## src/rtl/rv32i_pkg.sv

```systemverilog
// Shared RV32I ALU-issue definitions: ALU op codes, opcode and funct7 constants, and the
// issue controller's FSM state encoding.
// base_op() maps funct3 to the ALU op for the funct7=0000000 row, which OP and OP-IMM share.
package rv32i_pkg;

  localparam logic [3:0] ALU_ADD  = 4'd0;
  localparam logic [3:0] ALU_SUB  = 4'd1;
  localparam logic [3:0] ALU_MUL  = 4'd2;
  localparam logic [3:0] ALU_DIV  = 4'd3;
  localparam logic [3:0] ALU_AND  = 4'd4;
  localparam logic [3:0] ALU_OR   = 4'd5;
  localparam logic [3:0] ALU_XOR  = 4'd6;
  localparam logic [3:0] ALU_SLL  = 4'd7;
  localparam logic [3:0] ALU_SRL  = 4'd8;
  localparam logic [3:0] ALU_EQ   = 4'd9;
  localparam logic [3:0] ALU_LTU  = 4'd10;
  localparam logic [3:0] ALU_GEU  = 4'd11;
  localparam logic [3:0] ALU_JALR = 4'd12;
  localparam logic [3:0] ALU_SRA  = 4'd13;
  localparam logic [3:0] ALU_LT   = 4'd14;
  localparam logic [3:0] ALU_GE   = 4'd15;

  localparam logic [6:0] OPC_OP    = 7'b0110011;
  localparam logic [6:0] OPC_OPIMM = 7'b0010011;
  localparam logic [6:0] OPC_LUI   = 7'b0110111;
  localparam logic [6:0] OPC_AUIPC = 7'b0010111;
  localparam logic [6:0] OPC_JALR  = 7'b1100111;

  localparam logic [6:0] F7_BASE   = 7'b0000000;
  localparam logic [6:0] F7_ALT    = 7'b0100000;
  localparam logic [6:0] F7_MULDIV = 7'b0000001;

  typedef enum logic [1:0] {
    ST_IDLE = 2'd0,
    ST_EXEC = 2'd1,
    ST_RESP = 2'd2
  } state_t;

  function automatic logic [3:0] base_op(input logic [2:0] f3);
    logic [3:0] op;
    case (f3)
      3'b000:  op = ALU_ADD;
      3'b001:  op = ALU_SLL;
      3'b010:  op = ALU_LT;
      3'b011:  op = ALU_LTU;
      3'b100:  op = ALU_XOR;
      3'b101:  op = ALU_SRL;
      3'b110:  op = ALU_OR;
      default: op = ALU_AND;
    endcase
    return op;
  endfunction

endpackage

```

## src/rtl/rv32i_alu_decode.sv

```systemverilog
// Purpose: combinational RV32I decode of OP/OP-IMM/LUI/AUIPC/JALR into ALU op and operands.
// Latency: none (pure combinational). Backpressure: none, the caller samples on its handshake.
// Ports: instr/pc/rs1_data/rs2_data in; op, a, b, rd, illegal, is_muldiv, is_jalr out.
module rv32i_alu_decode
  import rv32i_pkg::*;
(
  input  logic [31:0] instr,
  input  logic [31:0] pc,
  input  logic [31:0] rs1_data,
  input  logic [31:0] rs2_data,
  output logic [3:0]  op,
  output logic [31:0] a,
  output logic [31:0] b,
  output logic [4:0]  rd,
  output logic        illegal,
  output logic        is_muldiv,
  output logic        is_jalr
);

  logic [6:0]  opcode;
  logic [2:0]  f3;
  logic [6:0]  f7;
  logic [31:0] imm_i;
  logic [31:0] imm_u;
  logic [31:0] shamt;

  assign opcode = instr[6:0];
  assign f3     = instr[14:12];
  assign f7     = instr[31:25];
  assign imm_i  = {{20{instr[31]}}, instr[31:20]};
  assign imm_u  = {instr[31:12], 12'b0};
  assign shamt  = {27'b0, instr[24:20]};
  assign rd     = instr[11:7];

  always_comb begin
    op        = ALU_ADD;
    a         = rs1_data;
    b         = rs2_data;
    illegal   = 1'b0;
    is_muldiv = 1'b0;
    is_jalr   = 1'b0;
    case (opcode)
      OPC_OP: begin
        case (f7)
          F7_BASE: op = base_op(f3);
          F7_ALT: begin
            if (f3 == 3'b000)      op = ALU_SUB;
            else if (f3 == 3'b101) op = ALU_SRA;
            else                   illegal = 1'b1;
          end
          F7_MULDIV: begin
            is_muldiv = 1'b1;
            if (f3 == 3'b000)      op = ALU_MUL;
            else if (f3 == 3'b100) op = ALU_DIV;
            else                   illegal = 1'b1;
          end
          default: illegal = 1'b1;
        endcase
      end
      OPC_OPIMM: begin
        b = imm_i;
        // Only the shift forms carry a real funct7; elsewhere those bits are immediate.
        case (f3)
          3'b001: begin
            b = shamt;
            if (f7 == F7_BASE) op = ALU_SLL;
            else               illegal = 1'b1;
          end
          3'b101: begin
            b = shamt;
            if (f7 == F7_BASE)     op = ALU_SRL;
            else if (f7 == F7_ALT) op = ALU_SRA;
            else                   illegal = 1'b1;
          end
          default: op = base_op(f3);
        endcase
      end
      OPC_LUI: begin
        a = '0;
        b = imm_u;
      end
      OPC_AUIPC: begin
        a = pc;
        b = imm_u;
      end
      OPC_JALR: begin
        b = imm_i;
        if (f3 == 3'b000) begin
          op      = ALU_JALR;
          is_jalr = 1'b1;
        end else begin
          illegal = 1'b1;
        end
      end
      default: illegal = 1'b1;
    endcase
    // A rejected instruction must not look like a multi-cycle or link op downstream.
    if (illegal) begin
      is_muldiv = 1'b0;
      is_jalr   = 1'b0;
    end
  end

endmodule

```

## src/rtl/alu_issue_ctrl.sv

```systemverilog
// Purpose: issues one decoded RV32I instruction to the ALU and registers its writeback record.
// Latency: handshake->wb_valid 2 cycles, MULDIV_LAT+1 for MUL/DIV, 1 for illegal instructions.
// Backpressure: instr_ready only in IDLE; wb_* held stable while wb_valid && !wb_ready.
// Ports: clk/rst; instr_valid/instr_ready with instr, pc, rs1_data, rs2_data; alu_op/alu_a/alu_b
//        out, alu_result in; wb_valid/wb_ready with wb_we, wb_rd, wb_data, wb_illegal.
module alu_issue_ctrl
  import rv32i_pkg::*;
#(
  parameter int MULDIV_LAT = 3
) (
  input  logic        clk,
  input  logic        rst,
  input  logic        instr_valid,
  output logic        instr_ready,
  input  logic [31:0] instr,
  input  logic [31:0] pc,
  input  logic [31:0] rs1_data,
  input  logic [31:0] rs2_data,
  output logic [3:0]  alu_op,
  output logic [31:0] alu_a,
  output logic [31:0] alu_b,
  input  logic [31:0] alu_result,
  output logic        wb_valid,
  input  logic        wb_ready,
  output logic        wb_we,
  output logic [4:0]  wb_rd,
  output logic [31:0] wb_data,
  output logic        wb_illegal
);

  localparam int CNT_W = (MULDIV_LAT > 1) ? $clog2(MULDIV_LAT) : 1;
  localparam logic [CNT_W-1:0] CNT_LOAD = CNT_W'(MULDIV_LAT - 1);

  state_t           state;
  logic [CNT_W-1:0] cnt;
  logic [4:0]       rd_q;
  logic             jalr_q;
  logic [31:0]      link_q;

  logic [3:0]  dec_op;
  logic [31:0] dec_a;
  logic [31:0] dec_b;
  logic [4:0]  dec_rd;
  logic        dec_illegal;
  logic        dec_muldiv;
  logic        dec_jalr;
  logic        div_by_zero;

  rv32i_alu_decode u_decode (
    .instr     (instr),
    .pc        (pc),
    .rs1_data  (rs1_data),
    .rs2_data  (rs2_data),
    .op        (dec_op),
    .a         (dec_a),
    .b         (dec_b),
    .rd        (dec_rd),
    .illegal   (dec_illegal),
    .is_muldiv (dec_muldiv),
    .is_jalr   (dec_jalr)
  );

  // Divide-by-zero result is defined here rather than trusted to the ALU.
  assign div_by_zero = (alu_op == ALU_DIV) && (alu_b == 32'd0);

  always_ff @(posedge clk or posedge rst) begin
    if (rst) begin
      state       <= ST_IDLE;
      cnt         <= '0;
      rd_q        <= '0;
      jalr_q      <= 1'b0;
      link_q      <= '0;
      instr_ready <= 1'b1;
      alu_op      <= '0;
      alu_a       <= '0;
      alu_b       <= '0;
      wb_valid    <= 1'b0;
      wb_we       <= 1'b0;
      wb_rd       <= '0;
      wb_data     <= '0;
      wb_illegal  <= 1'b0;
    end else begin
      case (state)
        ST_IDLE: begin
          if (instr_valid && instr_ready) begin
            instr_ready <= 1'b0;
            rd_q        <= dec_rd;
            if (dec_illegal) begin
              // Skip EXEC entirely; ALU operand registers keep their previous values.
              state      <= ST_RESP;
              wb_valid   <= 1'b1;
              wb_illegal <= 1'b1;
              wb_we      <= 1'b0;
              wb_rd      <= dec_rd;
              wb_data    <= '0;
            end else begin
              state  <= ST_EXEC;
              alu_op <= dec_op;
              alu_a  <= dec_a;
              alu_b  <= dec_b;
              cnt    <= dec_muldiv ? CNT_LOAD : '0;
              jalr_q <= dec_jalr;
              link_q <= pc + 32'd4;
            end
          end
        end
        ST_EXEC: begin
          if (cnt == '0) begin
            state      <= ST_RESP;
            wb_valid   <= 1'b1;
            wb_illegal <= 1'b0;
            wb_we      <= (rd_q != 5'd0);
            wb_rd      <= rd_q;
            // JALR writes the link address; its ALU result is the jump target.
            if (jalr_q)           wb_data <= link_q;
            else if (div_by_zero) wb_data <= '1;
            else                  wb_data <= alu_result;
          end else begin
            cnt <= cnt - CNT_W'(1);
          end
        end
        ST_RESP: begin
          if (wb_ready) begin
            state       <= ST_IDLE;
            wb_valid    <= 1'b0;
            instr_ready <= 1'b1;
          end
        end
        default: begin
          state       <= ST_IDLE;
          wb_valid    <= 1'b0;
          instr_ready <= 1'b1;
        end
      endcase
    end
  end

endmodule

```

## config.mk

```make
export PLATFORM = sky130hd
export DESIGN_NAME = alu_issue_ctrl
export DESIGN_NICKNAME = d
export VERILOG_FILES = /design/src/rtl/rv32i_pkg.sv /design/src/rtl/rv32i_alu_decode.sv /design/src/rtl/alu_issue_ctrl.sv
export SDC_FILE = /design/constraint.sdc
export NUM_CORES = 1
export LEC_CHECK = 0
export BUFFER_PORTS_ARGS = -buffer_cell sky130_fd_sc_hd__buf_2
export CORE_ASPECT_RATIO = 0.7
export CORE_MARGIN = 2
export CORE_UTILIZATION = 49
export DETAILED_ROUTE_END_ITERATION = 8
export PLACE_DENSITY_LB_ADDON = 0.15
export SLEW_MARGIN = 15
export SYNTH_ARGS = -nofsm -noshare
export SYNTH_HDL_FRONTEND = slang
export SYNTH_SLANG_ARGS = --single-unit
```

## constraint.sdc

```tcl
create_clock -name clk -period 7.64 [get_ports clk]
set_input_delay 0.764 -clock clk [delete_from_list [all_inputs] [get_ports clk]]
set_output_delay 0.764 -clock clk [all_outputs]
set_load 0.05 [all_outputs]
```

==> results_dict.tcl <==
set metrics [dict create \
    status "finished clean" \
    dieWidth_microns 159 \
    fmax_ghz 0.289 \
    ys_ff_latch 151 \
    hp-class "input pin to async pin" \
    path_common_cell "buf_4" \
    place.gp.congestion 0.968 \
    cts_tree "built" \
    drtPass1Iterations 5 \
    layout_setup_ws_ns 4.18 \
    dp.cells 1213 \
    syn_inst 758 \
    p_leak_nw 5.05 \
    rsz0062_at_grt "false" \
    cpLargestDelayFamily "buffers and inverters" \
    power.density_nw_per_um2 213 \
    root_buffer "clkbuf_16" \
    stdcell_count 1246 \
    grt_max_degree 84 \
    clk_latency_ns 0.42 \
    cts_max_path_buffers 2 \
    std_cell_rows 39 \
    crit_path_cell_trace "buf_2 > or4_4 > a211oi_4 > o211ai_1 > nor2_4 > buf_4 > buf_4 > mux2_2" \
    grt_pass1_vias 6705 \
    min_period_over_period_pct 45.4 \
    critPathKind "input pin to flop" \
    yosysMostFrequentCell "dfrtp_1" \
    hpwl_mm 18.0 \
    drc 0 \
    period_needed_ns 3.46 \
    portBuffers 272 \
    cts.htree.levels 4 \
    cts_num_sinks 151 \
    fin_nets 1173 \
    tns_ns 0 \
    path_depth 8 \
    drive_gt1_share_pct 38.6 \
    drv_slew 0 \
    syn_nets 924 \
    synthTopCellsByArea "dfrtp_1 (46%), mux2_2 (8.7%), mux2i_1 (7.7%), o221ai_1 (3.4%), inv_1 (3.2%)" \
    cp_slowest_stage_delay_ns 0.69 \
    finalSetupViolations 0 \
    peakVddDrop_v 0.000184 \
    routedWlPerCell_microns 19.8 \
    max-cap-violations 0 \
    fin_area_sq_um 10400 \
    synth_area_sq_um 8190 \
    placedInstanceArea_sq_um 9690 \
    ys_warn_count 0 \
    finalHoldViolCount 0 \
    dr.first_iter.drc_count 549 \
    ys.flop_type "dfrtp_1" \
    synth_edf_count 0 \
    route.vias.total 6948 \
    synth_top_cell_by_area "dfrtp_1" \
    grt_usage_pct 28.1 \
    end_kind "flop" \
    cpMaxStageDelayCell "buf_4" \
    initial_core_util_pct 50.1 \
    required_ns 7.94 \
    synth_top_area_share_pct 45.8 \
    grt_overflow 0 \
    avgSynthCellArea_sq_um 10.8 \
    viasPerCell 5.58 \
    maxSlewHeadroom_pct 27.2 \
    syn2layout_area_growth_pct 26.8 \
    worst_pin_slew_ns 1.09 \
    final_util_pct 63.5 \
    post-cts-setup-buffers 0 \
    place_ws_ns 3.79 \
    critPathBufInv 3 \
    synth.distinct_cells 61 \
    worst-path-max-fanout 50 \
    rr_worst_depth 7 \
    ctsHoldBuffers 0 \
    clk_pin_slew_ns 0.06 \
    antenna_found_initial 1 \
    dieArea_sq_um 17800 \
    crit_arrival_ns 3.76 \
    fin_skew_ns 0.0104 \
    grt_first_pass_wirelength_mm 37.9 \
    ant_nets 0 \
    io_pins 273 \
    synth_commonest_cells "dfrtp_1 (150), inv_1 (70), mux2_2 (63), mux2i_1 (63), nand2_1 (39)" \
    numCtsBuffers 17 \
    die_h_microns 112 \
    critPathLaunchType "input pin" \
    coreArea_sq_um 16300 \
    ctsResizeCount 0 \
    yosysSeqAreaShare_pct 46.2 \
    wirelength_mm 24.6 \
    synthArstFlopShare_pct 100 \
]
logic make-up after synthesis:
kind of cell	after synthesis	synth area share [%]
adders and majority gates	2	0.305
AOI/OAI and AO/OA	134	12.6
and+or+nand+nor	176	12.5
muxes	145	19.2
buffers and inverters	120	6.08
DFF	151	46.2
xor gates and xnor gates	30	3.21
flip-flops by register name, summed over array words and instances, names as in the netlist:
signal	count
rd_q	5
link_q	32
instr_ready	1
jalr_q	1
alu_b	32
wb_data	32
wb_rd	5
wb_illegal	1
alu_op	4
state	2
wb_we	1
alu_a	32
wb_valid	1
cnt	2
worst reg2reg max path: cells and delay by family (launching register included):
family          cells  cell delay, ns
simple gates        3            0.73
compound gates      1            0.20
buf+inv             2            1.27
flops               1            0.44
mux                 1            0.45
final cells by class:
| cell class | count | area, sq um |
|---|---|---|
| Antenna cell | 1 | 2.50 |
| Clock buffer | 19 | 443 |
| Timing Repair Buffer | 280 | 1430 |
| Tap cell | 225 | 282 |
| Fill cell | 1375 | 5960 |
| Multi-Input combinational cell | 487 | 3940 |
| Clock inverter | 13 | 241 |
| Inverter | 70 | 268 |
| Sequential cell | 151 | 3780 |
metrics by stage:
stage          hold WS [ns]  power, W
2_1_floorplan         0.451   0.00112
3_3_place_gp          0.464   0.00124
3_5_place_dp          0.483   0.00125
4_1_cts               0.455   0.00222
5_1_grt               0.464   0.00229
6_report              0.445   0.00221
where the power goes:
part | internal [W] | switching [W] | total [W]
clock network | 0.000627 | 0.000350 | 0.000977
logic | 0.000121 | 0.000230 | 0.000351
registers | 0.000850 | 0.0000325 | 0.000882
layout by cell type, fill, tap and decap left out, types with 4 or more instances in the layout:
cell type | Yosys | final
a21oi_1 | 31 | 31
a221o_1 | 19 | 19
a22o_1 | 12 | 12
and3_1 | 6 | 6
buf_2 | 8 | 272
buf_4 | 6 | 7
bufinv_16 | 0 | 6
clkbuf_16 | 0 | 17
dfrtp_1 | 150 | 150
inv_1 | 70 | 69
mux2_1 | 15 | 15
mux2_2 | 63 | 63
mux2_4 | 4 | 4
mux2i_1 | 63 | 63
nand2_1 | 39 | 38
nand2b_1 | 6 | 6
nand3_1 | 15 | 15
nand3b_1 | 7 | 7
nand4_1 | 8 | 8
nor2_1 | 19 | 19
nor2b_1 | 5 | 4
nor3_1 | 5 | 5
nor3b_1 | 27 | 26
nor4_1 | 16 | 16
o21ai_0 | 11 | 11
o221ai_1 | 32 | 32
xnor2_1 | 15 | 15
xor2_1 | 15 | 15
final timing paths:
check | slack [ns] | end | startpoint
max | 4.18 | alu_b[21] | instr[25]
min | 0.44 | wb_data[17] | rst
max reg2reg | 4.43 | alu_b[21] | state[1]
min reg2reg | 0.48 | cnt[0] | cnt[0]
max in group asynchronous | 6.01 | link_q[3] | rst
min in group clk | 0.48 | cnt[0] | cnt[0]
metal layers:
| metal | up-vias | global-route usage, % | share of wire, % |
|---|---|---|---|
| li1 | 3272 | - | - |
| met1 | 3360 | 43.7 | 49 |
| met2 | 287 | 37.9 | 41 |
| met3 | 29 | 7.45 | 7.5 |
| met4 | 0 | 8.83 | 1.8 |
| met5 | - | 0 | 0 |
(Power assumes the default switching activity.)
